==> src/rtl/swd_xfer_engine.sv <==
// SWD transfer engine: turns whole DP/AP commands into clocked SWD bit sequences.
// Builds the header and parity, decodes ACK, retries WAIT and returns one response per command.
module swd_xfer_engine #(
  parameter int unsigned DIV_W       = 8,
  parameter int unsigned RETRY_W     = 4,
  parameter int unsigned IDLE_CYCLES = 2,
  parameter int unsigned LRST_LEN    = 56
) (
  input  logic               PHY_CLK,
  input  logic               RESETn,
  input  logic [DIV_W-1:0]   CFG_DIV,
  input  logic [1:0]         CFG_TRN,
  input  logic [RETRY_W-1:0] CFG_RETRY,
  input  logic               CMD_VALID,
  output logic               CMD_READY,
  input  logic               CMD_LRST,
  input  logic               CMD_APNDP,
  input  logic               CMD_RNW,
  input  logic [1:0]         CMD_ADDR,
  input  logic [31:0]        CMD_WDATA,
  output logic               RSP_VALID,
  input  logic               RSP_READY,
  output logic [2:0]         RSP_ACK,
  output logic [31:0]        RSP_RDATA,
  output logic               RSP_PERR,
  output logic [RETRY_W-1:0] RSP_RETRIES,
  output logic               SWDCLK,
  input  logic               SWDIN,
  output logic               SWDOUT,
  output logic               SWDOE
);

  localparam int unsigned MAX_A   = (LRST_LEN > 33) ? LRST_LEN : 33;
  localparam int unsigned BIT_MAX = (MAX_A > IDLE_CYCLES) ? MAX_A : IDLE_CYCLES;
  localparam int unsigned BIT_W   = $clog2(BIT_MAX + 1);
  localparam int unsigned POST_LAST = (IDLE_CYCLES == 0) ? 0 : IDLE_CYCLES - 1;
  localparam logic [2:0]  ACK_OK   = 3'b001;
  localparam logic [2:0]  ACK_WAIT = 3'b010;

  typedef enum logic [3:0] {
    S_IDLE, S_HDR, S_TRN1, S_ACK, S_RDATA, S_TRN2, S_WDATA, S_LRST, S_POST, S_RESP
  } state_t;

  localparam state_t POST_NEXT = (IDLE_CYCLES != 0) ? S_POST : S_RESP;

  state_t             state;
  logic [DIV_W-1:0]   div_q;
  logic [DIV_W-1:0]   phase_cnt;
  logic [1:0]         trn_q;
  logic [RETRY_W-1:0] retry_max_q;
  logic [RETRY_W-1:0] retry_cnt;
  logic               lrst_q, apndp_q, rnw_q;
  logic [1:0]         addr_q;
  logic [31:0]        wdata_q;
  logic [BIT_W-1:0]   bit_cnt;
  logic [2:0]         ack_sh;
  logic [31:0]        rdata_sh;
  logic               par_q;

  logic [7:0]         hdr_c;
  logic [BIT_W-1:0]   last_idx_c;
  state_t             nxt_state_c;
  logic [BIT_W-1:0]   nxt_bit_c;
  logic               retry_inc_c;
  logic               nxt_out_c, nxt_oe_c;
  logic               ok_rd_c;

  // Header as driven on the wire, index = bit position in time.
  assign hdr_c   = {1'b1, 1'b0, apndp_q ^ rnw_q ^ addr_q[0] ^ addr_q[1],
                    addr_q[1], addr_q[0], rnw_q, apndp_q, 1'b1};
  assign ok_rd_c = !lrst_q && (ack_sh == ACK_OK) && rnw_q;

  always_comb begin
    last_idx_c = '0;
    case (state)
      S_HDR:           last_idx_c = BIT_W'(7);
      S_TRN1, S_TRN2:  last_idx_c = BIT_W'(trn_q);
      S_ACK:           last_idx_c = BIT_W'(2);
      S_RDATA,S_WDATA: last_idx_c = BIT_W'(32);
      S_LRST:          last_idx_c = BIT_W'(LRST_LEN - 1);
      S_POST:          last_idx_c = BIT_W'(POST_LAST);
      default:         last_idx_c = '0;
    endcase
  end

  // Where the sequence goes once the current SWD bit has finished.
  always_comb begin
    nxt_state_c = state;
    nxt_bit_c   = bit_cnt + BIT_W'(1);
    retry_inc_c = 1'b0;
    if (bit_cnt == last_idx_c) begin
      nxt_bit_c = '0;
      case (state)
        S_HDR:   nxt_state_c = S_TRN1;
        S_TRN1:  nxt_state_c = S_ACK;
        S_ACK:   nxt_state_c = ((ack_sh == ACK_OK) && rnw_q) ? S_RDATA : S_TRN2;
        S_RDATA: nxt_state_c = S_TRN2;
        S_TRN2: begin
          if ((ack_sh == ACK_OK) && !rnw_q) begin
            nxt_state_c = S_WDATA;
          end else if ((ack_sh == ACK_WAIT) && (retry_cnt < retry_max_q)) begin
            nxt_state_c = S_HDR;
            retry_inc_c = 1'b1;
          end else begin
            nxt_state_c = POST_NEXT;
          end
        end
        S_WDATA, S_LRST: nxt_state_c = POST_NEXT;
        S_POST:          nxt_state_c = S_RESP;
        default:         nxt_state_c = state;
      endcase
    end
  end

  always_comb begin
    nxt_out_c = 1'b0;
    nxt_oe_c  = 1'b1;
    case (nxt_state_c)
      S_HDR:   nxt_out_c = hdr_c[nxt_bit_c[2:0]];
      S_TRN1, S_ACK, S_RDATA, S_TRN2: nxt_oe_c = 1'b0;
      S_WDATA: nxt_out_c = (nxt_bit_c == BIT_W'(32)) ? ^wdata_q : wdata_q[nxt_bit_c[4:0]];
      S_LRST:  nxt_out_c = 1'b1;
      default: nxt_out_c = 1'b0;
    endcase
  end

  always_ff @(posedge PHY_CLK) begin
    if (!RESETn) begin
      state       <= S_IDLE;
      SWDCLK      <= 1'b0;
      SWDOUT      <= 1'b0;
      SWDOE       <= 1'b1;
      CMD_READY   <= 1'b1;
      RSP_VALID   <= 1'b0;
      RSP_ACK     <= '0;
      RSP_RDATA   <= '0;
      RSP_PERR    <= 1'b0;
      RSP_RETRIES <= '0;
      retry_cnt   <= '0;
      div_q       <= '0;
      phase_cnt   <= '0;
      trn_q       <= '0;
      retry_max_q <= '0;
      lrst_q      <= 1'b0;
      apndp_q     <= 1'b0;
      rnw_q       <= 1'b0;
      addr_q      <= '0;
      wdata_q     <= '0;
      bit_cnt     <= '0;
      ack_sh      <= '0;
      rdata_sh    <= '0;
      par_q       <= 1'b0;
    end else begin
      case (state)
        S_IDLE: begin
          if (CMD_VALID && CMD_READY) begin
            div_q       <= CFG_DIV;
            trn_q       <= CFG_TRN;
            retry_max_q <= CFG_RETRY;
            lrst_q      <= CMD_LRST;
            apndp_q     <= CMD_APNDP;
            rnw_q       <= CMD_RNW;
            addr_q      <= CMD_ADDR;
            wdata_q     <= CMD_WDATA;
            retry_cnt   <= '0;
            bit_cnt     <= '0;
            phase_cnt   <= '0;
            CMD_READY   <= 1'b0;
            SWDCLK      <= 1'b0;
            SWDOUT      <= 1'b1;  // header start bit and line-reset ones are both 1
            SWDOE       <= 1'b1;
            state       <= CMD_LRST ? S_LRST : S_HDR;
          end
        end
        S_RESP: begin
          if (RSP_READY) begin
            RSP_VALID <= 1'b0;
            CMD_READY <= 1'b1;
            state     <= S_IDLE;
          end
        end
        default: begin
          if (phase_cnt != div_q) begin
            phase_cnt <= phase_cnt + DIV_W'(1);
          end else if (!SWDCLK) begin
            // Rising edge: target data is captured on this same PHY_CLK edge.
            phase_cnt <= '0;
            SWDCLK    <= 1'b1;
            if (state == S_ACK) ack_sh <= {SWDIN, ack_sh[2:1]};
            if (state == S_RDATA) begin
              if (bit_cnt == BIT_W'(32)) par_q <= SWDIN;
              else                       rdata_sh <= {SWDIN, rdata_sh[31:1]};
            end
          end else begin
            phase_cnt <= '0;
            SWDCLK    <= 1'b0;
            state     <= nxt_state_c;
            bit_cnt   <= nxt_bit_c;
            SWDOUT    <= nxt_out_c;
            SWDOE     <= nxt_oe_c;
            if (retry_inc_c) retry_cnt <= retry_cnt + RETRY_W'(1);
            if (nxt_state_c == S_RESP) begin
              RSP_VALID   <= 1'b1;
              RSP_ACK     <= lrst_q ? ACK_OK : ack_sh;
              RSP_RDATA   <= ok_rd_c ? rdata_sh : 32'h0;
              RSP_PERR    <= ok_rd_c && (par_q != ^rdata_sh);
              RSP_RETRIES <= lrst_q ? '0 : retry_cnt;
            end
          end
        end
      endcase
    end
  end

endmodule

==> config.mk <==
export PLATFORM = sky130hd
export DESIGN_NAME = swd_xfer_engine
export DESIGN_NICKNAME = d
export VERILOG_FILES = /design/src/rtl/swd_xfer_engine.sv
export SDC_FILE = /design/constraint.sdc
export NUM_CORES = 1
export LEC_CHECK = 0
export BUFFER_PORTS_ARGS = -buffer_cell sky130_fd_sc_hd__clkbuf_2
export CAP_MARGIN = 20
export CORE_MARGIN = 4
export CORE_UTILIZATION = 45
export CTS_CLUSTER_DIAMETER = 50
export DETAILED_ROUTE_END_ITERATION = 7
export HOLD_SLACK_MARGIN = 0.1
export PLACE_DENSITY = 0.76
export SLEW_MARGIN = 20
export SYNTH_ARGS = -nofsm -noshare
export SYNTH_HDL_FRONTEND = slang
export SYNTH_SLANG_ARGS = --single-unit
==> constraint.sdc <==
create_clock -name PHY_CLK -period 6 [get_ports PHY_CLK]
set_input_delay 0.3 -clock PHY_CLK [delete_from_list [all_inputs] [get_ports PHY_CLK]]
set_output_delay 0.3 -clock PHY_CLK [all_outputs]
set_load 0.01 [all_outputs]
==> impl_metrics.py, run 1 <==
metrics = {
    "status": {
        "status": "finished clean",
    },
    "global_route": {
        "grt_pass1_wl_um": 29290,
        "met2_usage_pct": 29.60,
        "met3_usage_pct": 4.621,
        "grt_pass1_vias": 5924,
        "grt_overflow": 0,
        "grt_max_degree": 82,
        "use_met1_pct": 23.44,
        "antenna_found_initial": 0,
        "grt_usage_pct": 18.08,
        "gr-max-usage-layer": "met2",
    },
    "yosys": {
        "synth_edf_count": 0,
        "synth_area_um2": 7694,
        "synth_fp_nets": 936,
        "ys_seq_area_share_pct": 40.07,
        "ys_warn_count": 0,
        "yosys_most_used_dff": "dfxtp_1",
        "ys_ff_latch": 154,
        "avgSynthCellArea_um2": 8.813,
        "synth_cell_types": 55,
        "synthCells": 873,
        "ys_async_sr_fraction_pct": 0,
    },
    "worst_setup_path": {
        "end_kind": "flip-flop",
        "path_max_fanout": 81,
        "cp.arrival_ps": 4050,
        "timing.rr.start": "state[3]",
        "r2r_slack_ps": 2310,
        "ff2ff_path_depth": 10,
        "critPathKind": "reg -> reg",
        "cp.required_ps": 6360,
        "r2r-end": "RSP_RDATA[1]",
        "start_kind": "flip-flop",
    },
    "sta": {
        "period_share_pct": 61.43,
        "finalSetupViolCount": 0,
        "maxSlewHeadroom_pct": 37.95,
        "tightest_slew_ps": 930.8,
        "setup_tns_ps": 0,
        "clock_skew_ps": 11.93,
        "min_period_ps": 3686,
        "timing.final.hold_violations": 0,
        "max_freq_mhz": 271.3,
        "finalMaxSlewViolations": 0,
        "rsz0062_at_grt": "no",
    },
    "hold_path": {
        "hold_depth": 3,
        "worstHoldStart": "CMD_WDATA[30]",
        "hold_class": "in -> reg",
        "hold-path-endpoint": "wdata_q[30]",
    },
    "clocking": {
        "cts.sinks": 154,
        "clock_latency_ps": 430,
        "cts_tree": "built",
        "root_buffer": "clkbuf_16",
        "numCtsBuffers": 17,
        "postCtsSetupBuffers": 0,
        "htree_num_levels": 4,
        "cts_buffer_depth": 2,
        "clk_pin_slew_ps": 70,
    },
    "placed_design": {
        "globalplace.congestion": 0.9278,
        "place_hpwl_um": 11730,
        "dpl-instance-area_um2": 8300,
        "portBuffers": 100,
    },
    "detailed_routing": {
        "drt-pass1-iter-count": 5,
        "drtAntennaViolNets": 0,
        "avgRoutedWirePerCell_um": 14.54,
        "avgViaCountPerCell": 5.178,
        "drt-total-wl_um": 17440,
        "vias": 6213,
        "route.detailed.drc": 0,
        "drt_first_iter_violations": 281,
    },
    "cells_and_area": {
        "final_common_cell": "dfxtp_1",
        "antenna_cells": 0,
        "syn2layout_area_growth_pct": 18.38,
        "most-common-layout-cells": "154 x dfxtp_1, 129 x nand2_1, 99 x clkbuf_2, 72 x xnor2_1, 54 x a21boi_0",
        "drive_above_1_share_pct": 16.12,
        "design_area_um2": 9107,
        "finalNetCount": 1030,
        "utilization_pct": 54.73,
    },
    "floorplan": {
        "start_util_pct": 46.23,
        "fp-row-count": 47,
        "die_h_um": 138.8,
        "fp.dieW_um": 138.8,
        "coreArea_um2": 16640,
        "io_pins": 101,
        "floorplan.die_area_um2": 19250,
    },
    "power": {
        "p_leak_nw": 3.224,
        "worst_ir_drop_vdd_v": 0.0003164,
        "total_power_w": 0.003399,
        "cellPowerDensity_nw_per_um2": 373.3,
    },
    "flow_run": {
        "drv_cap": 0,
    },
}
[repair_timing]
action / in CTS / in global routing
hold buffers: 24 / 0
gates resized for setup: 0 / 0
endpoints found under the hold margin: 24 / 0
[registers in the layout, summed over array words and instances (netlist names), 2 cells and up]
name         count
RSP_ACK          3
RSP_RDATA       32
RSP_RETRIES      4
ack_sh           3
addr_q           2
bit_cnt          6
div_q            8
phase_cnt        8
rdata_sh        32
retry_cnt        4
retry_max_q      4
state            4
trn_q            2
wdata_q         32
[layout make-up]
class | count | area, um2
Fill cell | 1473 | 7535
Multi-Input combinational cell | 653 | 4338
Sequential cell | 154 | 3083
Timing Repair Buffer | 130 | 803.3
Clock buffer | 18 | 429.2
Tap cell | 220 | 275.3
Clock inverter | 14 | 137.6
Inverter | 11 | 41.29
[cells by family after synthesis]
group / share of synthesized area, %
xor gates and xnor gates: 10.13
DFF: 40.07
adders and majority gates: 1.138
buffers and inverters: 3.757
muxes: 6.993
AOI/OAI and AO/OA: 15.47
and+or+nand+nor: 22.44
[critical path, stage by stage (launching register included)]
cell,delay [ps]
dfxtp_1,650
nand2b_1,310
a21oi_1,90
a2111oi_2,460
o211ai_2,200
o41a_1,490
nand2b_4,170
nor4_4,270
buf_4,580
nand3_1,190
a21boi_1,180
[layer usage]
metal  wire (um)  share of wire [%]  vias up
li1            -                  -     3154
met1        7969                 46     2873
met2        8306                 48      152
met3         855                4.9       34
met4         313                1.8        0
met5           0                  0        -
[metrics by stage]
stage               instances  hold slack [ps]  setup slack (ps)
global route             1200            110.2              2039
floorplan                 873            443.5              3090
detailed placement       1144            455.7              2423
CTS                      1200            102.0              2382
global placement         1142            453.9              2555
finish                   1200            109.9              2314
[power by group]
part           switching [W]  total, W  internal [W]
registers           0.000129   0.00125       0.00112
logic               0.000651   0.00112      0.000470
clock network       0.000452   0.00103      0.000580
total                0.00123   0.00340       0.00217
[synthesized netlist by cell type, drive strengths merged, types with 25 or more instances]
library cell	count	area share, %
a21boi	93	9.1
a21oi	26	1.7
clkbuf	41	2.0
dfxtp	154	40
mux2i	38	4.9
nand2	129	6.3
nand2b	47	3.9
nand3	46	3.0
nor2	26	1.3
nor2b	41	3.3
o21ai	25	1.6
xnor2	72	8.2
[how the worst max path moves through the flow]
stage / startpoint / endpoint / depth (start not counted)
finish: state[3] / RSP_RDATA[1] / 10
global route: state[3] / RSP_RDATA[16] / 10
CTS: state[3] / RSP_RDATA[1] / 10
detailed placement: state[0] / RSP_RDATA[1] / 10
global placement: state[3] / RSP_PERR / 10
floorplan: retry_max_q[3] / RSP_RDATA[1] / 10
(Power assumes the default switching activity.)
==> inputs of run 2 (changes only) <==
Clock period 6 ns to 3.65 ns, I/O delays scaled along.
==> run 2 against run 1 <==
Effect of this change: clock-buffer cell count up 2; clock skew up 2.4 ps; non-clock buffer count up 34; critical path depth unchanged; sequential share of layout area down 1.2 points; fmax up 13%; worst setup slack worse by 1900 ps; design area up 3.6%; largest cell class unchanged; largest power group unchanged.
==> impl_metrics.py, run 2 (synthesis gave the netlist of run 1 again) <==
metrics = {
    "status": {
        "status": "finished clean",
    },
    "sta": {
        "min_period_ps": 3264,
        "finalSetupViolCount": 0,
        "finalMaxSlewViolations": 0,
        "clock_skew_ps": 14.33,
        "worst_hold_slack_ps": 162.6,
        "rsz0062_at_grt": "no",
        "setup_tns_ps": 0,
        "timing.final.hold_violations": 0,
        "tightest_slew_ps": 806.9,
        "maxSlewHeadroom_pct": 45.71,
        "period_share_pct": 89.43,
        "max_freq_mhz": 306.4,
    },
    "cells_and_area": {
        "final_common_cell": "dfxtp_1",
        "fillers": 1451,
        "finalNetCount": 1064,
        "antenna_cells": 0,
        "most-common-layout-cells": "154 x dfxtp_1, 129 x nand2_1, 99 x clkbuf_2, 72 x xnor2_1, 54 x a21boi_0",
        "drive_above_1_share_pct": 16.27,
        "reg_top3": "RSP_RDATA: 32 flops, rdata_sh: 32 flops, wdata_q: 32 flops",
        "syn2layout_area_growth_pct": 22.69,
    },
    "flow_run": {
        "drv_cap": 0,
    },
    "worst_setup_path": {
        "slowest_stage": "dfxtp_1",
        "start_kind": "flip-flop",
        "cp.arrival_ps": 3620,
        "path_max_fanout": 81,
        "cp.required_ps": 4000,
        "end_kind": "flip-flop",
        "critPathKind": "reg -> reg",
        "crit_chain": "nand2b_1 -> nor2b_1 -> o32ai_1 -> o211ai_2 -> o41a_1 -> nand2b_4 -> nor4_4 -> buf_12 -> nand3_1 -> a21boi_1",
        "crit_path_max_incr_delay_ps": 650,
    },
    "detailed_routing": {
        "vias": 6357,
        "drtAntennaViolNets": 0,
        "avgRoutedWirePerCell_um": 14.51,
        "drt-total-wl_um": 17910,
        "avgViaCountPerCell": 5.152,
        "route.detailed.drc": 0,
        "drt_first_iter_violations": 339,
        "drt-pass1-iter-count": 4,
    },
    "power": {
        "p_leak_nw": 3.377,
        "cellPowerDensity_nw_per_um2": 597.2,
        "worst_ir_drop_vdd_v": 0.0004483,
    },
    "global_route": {
        "grt_pass1_wl_um": 30420,
        "gr-max-usage-layer": "met2",
        "met3_usage_pct": 4.414,
        "met2_usage_pct": 31.47,
        "grt_usage_pct": 18.77,
        "antenna_found_initial": 0,
        "grt_max_degree": 82,
        "grt_pass1_vias": 6202,
        "use_met1_pct": 23.95,
        "grt_overflow": 0,
    },
    "floorplan": {
        "fp.dieW_um": 138.8,
        "fp-row-count": 47,
        "coreArea_um2": 16640,
        "start_util_pct": 46.23,
        "die_h_um": 138.8,
        "io_pins": 101,
        "floorplan.die_area_um2": 19250,
    },
    "clocking": {
        "htree_num_levels": 4,
        "holdBufCountCts": 52,
        "postCtsSetupBuffers": 0,
        "clock_latency_ps": 430,
        "clk_pin_slew_ps": 60,
        "cts.sinks": 154,
        "numCtsBuffers": 17,
        "cts_tree": "built",
        "cts_buffer_depth": 2,
        "post_cts_resized": 0,
        "root_buffer": "clkbuf_16",
    },
    "placed_design": {
        "place_hpwl_um": 11910,
        "globalplace.congestion": 0.8852,
        "portBuffers": 100,
    },
    "hold_path": {
        "hold_class": "in -> reg",
    },
}
[run 2: where the power goes]
group | total, W | internal, W | leakage [nW] | switching, W
Clock | 0.00170 | 0.000943 | 0.278 | 0.000753
Combinational | 0.00190 | 0.000813 | 1.85 | 0.00109
Sequential | 0.00204 | 0.00184 | 1.25 | 0.000199
Total | 0.00564 | 0.00359 | 3.38 | 0.00204
[run 2: routing by layer]
layer  part of all wire (%)  wire length [um]
met5                      0                 0
met4                    1.6               291
met3                    4.6               830
met2                     49              8729
met1                     45              8055
[run 2: worst max-delay path, delay by kind of cell, from the launching register on]
| family | cells | cell delay [ps] |
|---|---|---|
| AO/OA/AOI/OAI | 4 | 1150 |
| AND/OR/NAND/NOR | 5 | 1040 |
| flip-flops | 1 | 650 |
| buffers and inverters | 1 | 310 |
[run 2: final timing paths]
check	to	from	cells past startpoint	slack [ps]
min	CMD_READY	RSP_READY	3	160
max reg2reg	RSP_RDATA[22]	state[1]	10	390
max	RSP_RDATA[22]	state[1]	10	390
min reg2reg	retry_max_q[3]	retry_max_q[3]	2	460
[run 2: stage by stage]
stage | cell area [um2] | setup WS (ps) | std cells | util, % | total power [W]
2_1_floorplan | 7694 | 740.3 | 873 | - | 0.003471
3_3_place_gp | 8343 | 516.1 | 1150 | 50.13 | 0.003886
3_5_place_dp | 8343 | 423.0 | 1150 | 50.13 | 0.003903
4_1_cts | 9439 | 404.5 | 1234 | 56.72 | 0.005650
5_1_grt | 9439 | 55.08 | 1234 | 56.72 | 0.005970
6_report | 9439 | 385.8 | 1234 | 56.72 | 0.005637
[run 2: cell type report]
| cell class | count | area [um2] | share of cell area, % |
|---|---|---|---|
| Clock buffer | 20 | 466.7 | 4.944 |
| Clock inverter | 12 | 108.9 | 1.153 |
| Inverter | 11 | 41.29 | 0.4374 |
| Multi-Input combinational cell | 653 | 4338 | 45.96 |
| Sequential cell | 154 | 3083 | 32.66 |
| Tap cell | 220 | 275.3 | 2.916 |
| Timing Repair Buffer | 164 | 1126 | 11.93 |
==> inputs of run 3 (changes only) <==
Settings changed: CORE_ASPECT_RATIO set to 1.75.
==> run 3 against run 2 <==
Effect of this change: flip-flop and latch count is the same; total power grew 3.1%; via count grew 0.61%; first-iteration DRC count shrank 29%; clock power grew 8%; critical path depth is the same; critical endpoint is now RSP_RDATA[6].
==> impl_metrics.py, run 3 (synthesis gave the netlist of run 1 again) <==
metrics = {
    "hold_path": {
        "hold_class": "in -> reg",
    },
    "flow_run": {
        "drv_cap": 0,
    },
    "worst_setup_path": {
        "end_kind": "flip-flop",
        "critPathKind": "reg -> reg",
        "start_kind": "flip-flop",
        "path_max_fanout": 81,
        "cp.arrival_ps": 3600,
        "cp.required_ps": 4000,
    },
    "placed_design": {
        "pre_cts_ws_ps": 381.5,
        "globalplace.congestion": 0.8975,
        "portBuffers": 100,
        "dp.cells": 1158,
        "dpl-instance-area_um2": 8359,
        "place_hpwl_um": 12620,
    },
    "detailed_routing": {
        "drt-total-wl_um": 18580,
        "avgViaCountPerCell": 5.154,
        "drtAntennaViolNets": 0,
        "drt-pass1-iter-count": 5,
        "drt_first_iter_violations": 239,
        "avgRoutedWirePerCell_um": 14.97,
        "vias": 6396,
        "route.detailed.drc": 0,
    },
    "cells_and_area": {
        "most-common-layout-cells": "154 x dfxtp_1, 129 x nand2_1, 99 x clkbuf_2, 72 x xnor2_1, 54 x a21boi_0",
        "utilization_pct": 56.27,
        "final_cells": 1241,
        "reg_top3": "RSP_RDATA: 32 flops, rdata_sh: 32 flops, wdata_q: 32 flops",
        "final_common_cell": "dfxtp_1",
        "fillers": 1507,
        "antenna_cells": 0,
        "design_area_um2": 9492,
        "syn2layout_area_growth_pct": 23.37,
        "drive_above_1_share_pct": 16.17,
        "finalNetCount": 1065,
    },
    "global_route": {
        "met3_usage_pct": 3.611,
        "grt_pass1_vias": 6413,
        "grt_overflow": 0,
        "gr-max-usage-layer": "met2",
        "use_met1_pct": 20.51,
        "met2_usage_pct": 37.63,
        "antenna_found_initial": 0,
        "grt_max_degree": 113,
        "grt_usage_pct": 19.58,
        "grt_pass1_wl_um": 30880,
    },
    "power": {
        "worst_ir_drop_vdd_v": 0.0004289,
        "cellPowerDensity_nw_per_um2": 612.1,
        "p_leak_nw": 3.400,
    },
    "sta": {
        "rsz0062_at_grt": "no",
        "finalSetupViolCount": 0,
        "timing.final.hold_violations": 0,
        "max_freq_mhz": 307.8,
        "tightest_slew_ps": 892.3,
        "setup_ws_ps": 401.0,
        "min_period_ps": 3249,
        "maxSlewHeadroom_pct": 40.52,
        "finalMaxSlewViolations": 0,
        "setup_tns_ps": 0,
        "period_share_pct": 89.01,
        "clock_skew_ps": 10.98,
    },
    "floorplan": {
        "floorplan.die_area_um2": 19330,
        "die_h_um": 181.0,
        "io_pins": 101,
        "coreArea_um2": 16870,
        "fp.dieW_um": 106.8,
        "fp-row-count": 63,
        "start_util_pct": 45.61,
    },
    "clocking": {
        "root_buffer": "clkbuf_16",
        "cts.sinks": 154,
        "cts_tree": "built",
        "htree_num_levels": 4,
        "clock_latency_ps": 420,
        "clk_pin_slew_ps": 60,
        "post_cts_resized": 0,
        "numCtsBuffers": 17,
        "cts_buffer_depth": 2,
    },
    "status": {
        "status": "finished clean",
    },
}
[run 3: what timing repair did]
action,CTS,global route
hold endpoints to repair,53,0
setup buffers,0,0
hold buffers,52,0
[run 3: final timing paths]
kind,to,slack (ps),start,cells after the start
min,CMD_READY,170,RSP_READY,3
max reg2reg,RSP_RDATA[6],400,state[1],10
max,RSP_RDATA[6],400,state[1],10
min reg2reg,RSP_RDATA[14],460,RSP_RDATA[14],2
[run 3: worst max-delay path, stage by stage (launching register included)]
cell      delay [ps]
dfxtp_1          580
nand2b_1         250
nor2b_1          200
o32ai_1          340
o211ai_2         220
o41a_1           490
nand2b_4         170
nor4_4           310
buf_12           290
nand3_1          130
a21boi_1         150
[run 3: per-stage QoR]
step                      hold slack, ps  power, W
final                              168.1  0.005810
after global routing               179.0  0.006124
after CTS                          155.6  0.005839
after detailed placement           425.3  0.003939
after global placement             419.0  0.003914
after floorplan                    327.4  0.003471
[run 3: area by class of cell]
cell class,instances,area [um2],area share (%)
Inverter,11,41.29,0.4350
Tap cell,227,284.0,2.992
Sequential cell,154,3083,32.48
Timing Repair Buffer,165,1134,11.94
Multi-Input combinational cell,653,4338,45.70
Clock inverter,13,182.7,1.925
Clock buffer,18,429.2,4.521
[run 3: per-layer routing]
layer	share of wire (%)	wire length, um	vias to the layer above
met3	3.9	728	31
met5	0	0	-
li1	-	-	3220
met4	2.2	404	0
met2	55	10300	149
met1	38	7146	2996
[run 3: where the power goes]
group          switching [W]  internal (W)  leakage (nW)  total (W)
logic                0.00113      0.000812          1.86    0.00194
registers           0.000191       0.00184          1.25    0.00203
clock network       0.000744       0.00110         0.294    0.00184
total                0.00206       0.00375          3.40    0.00581
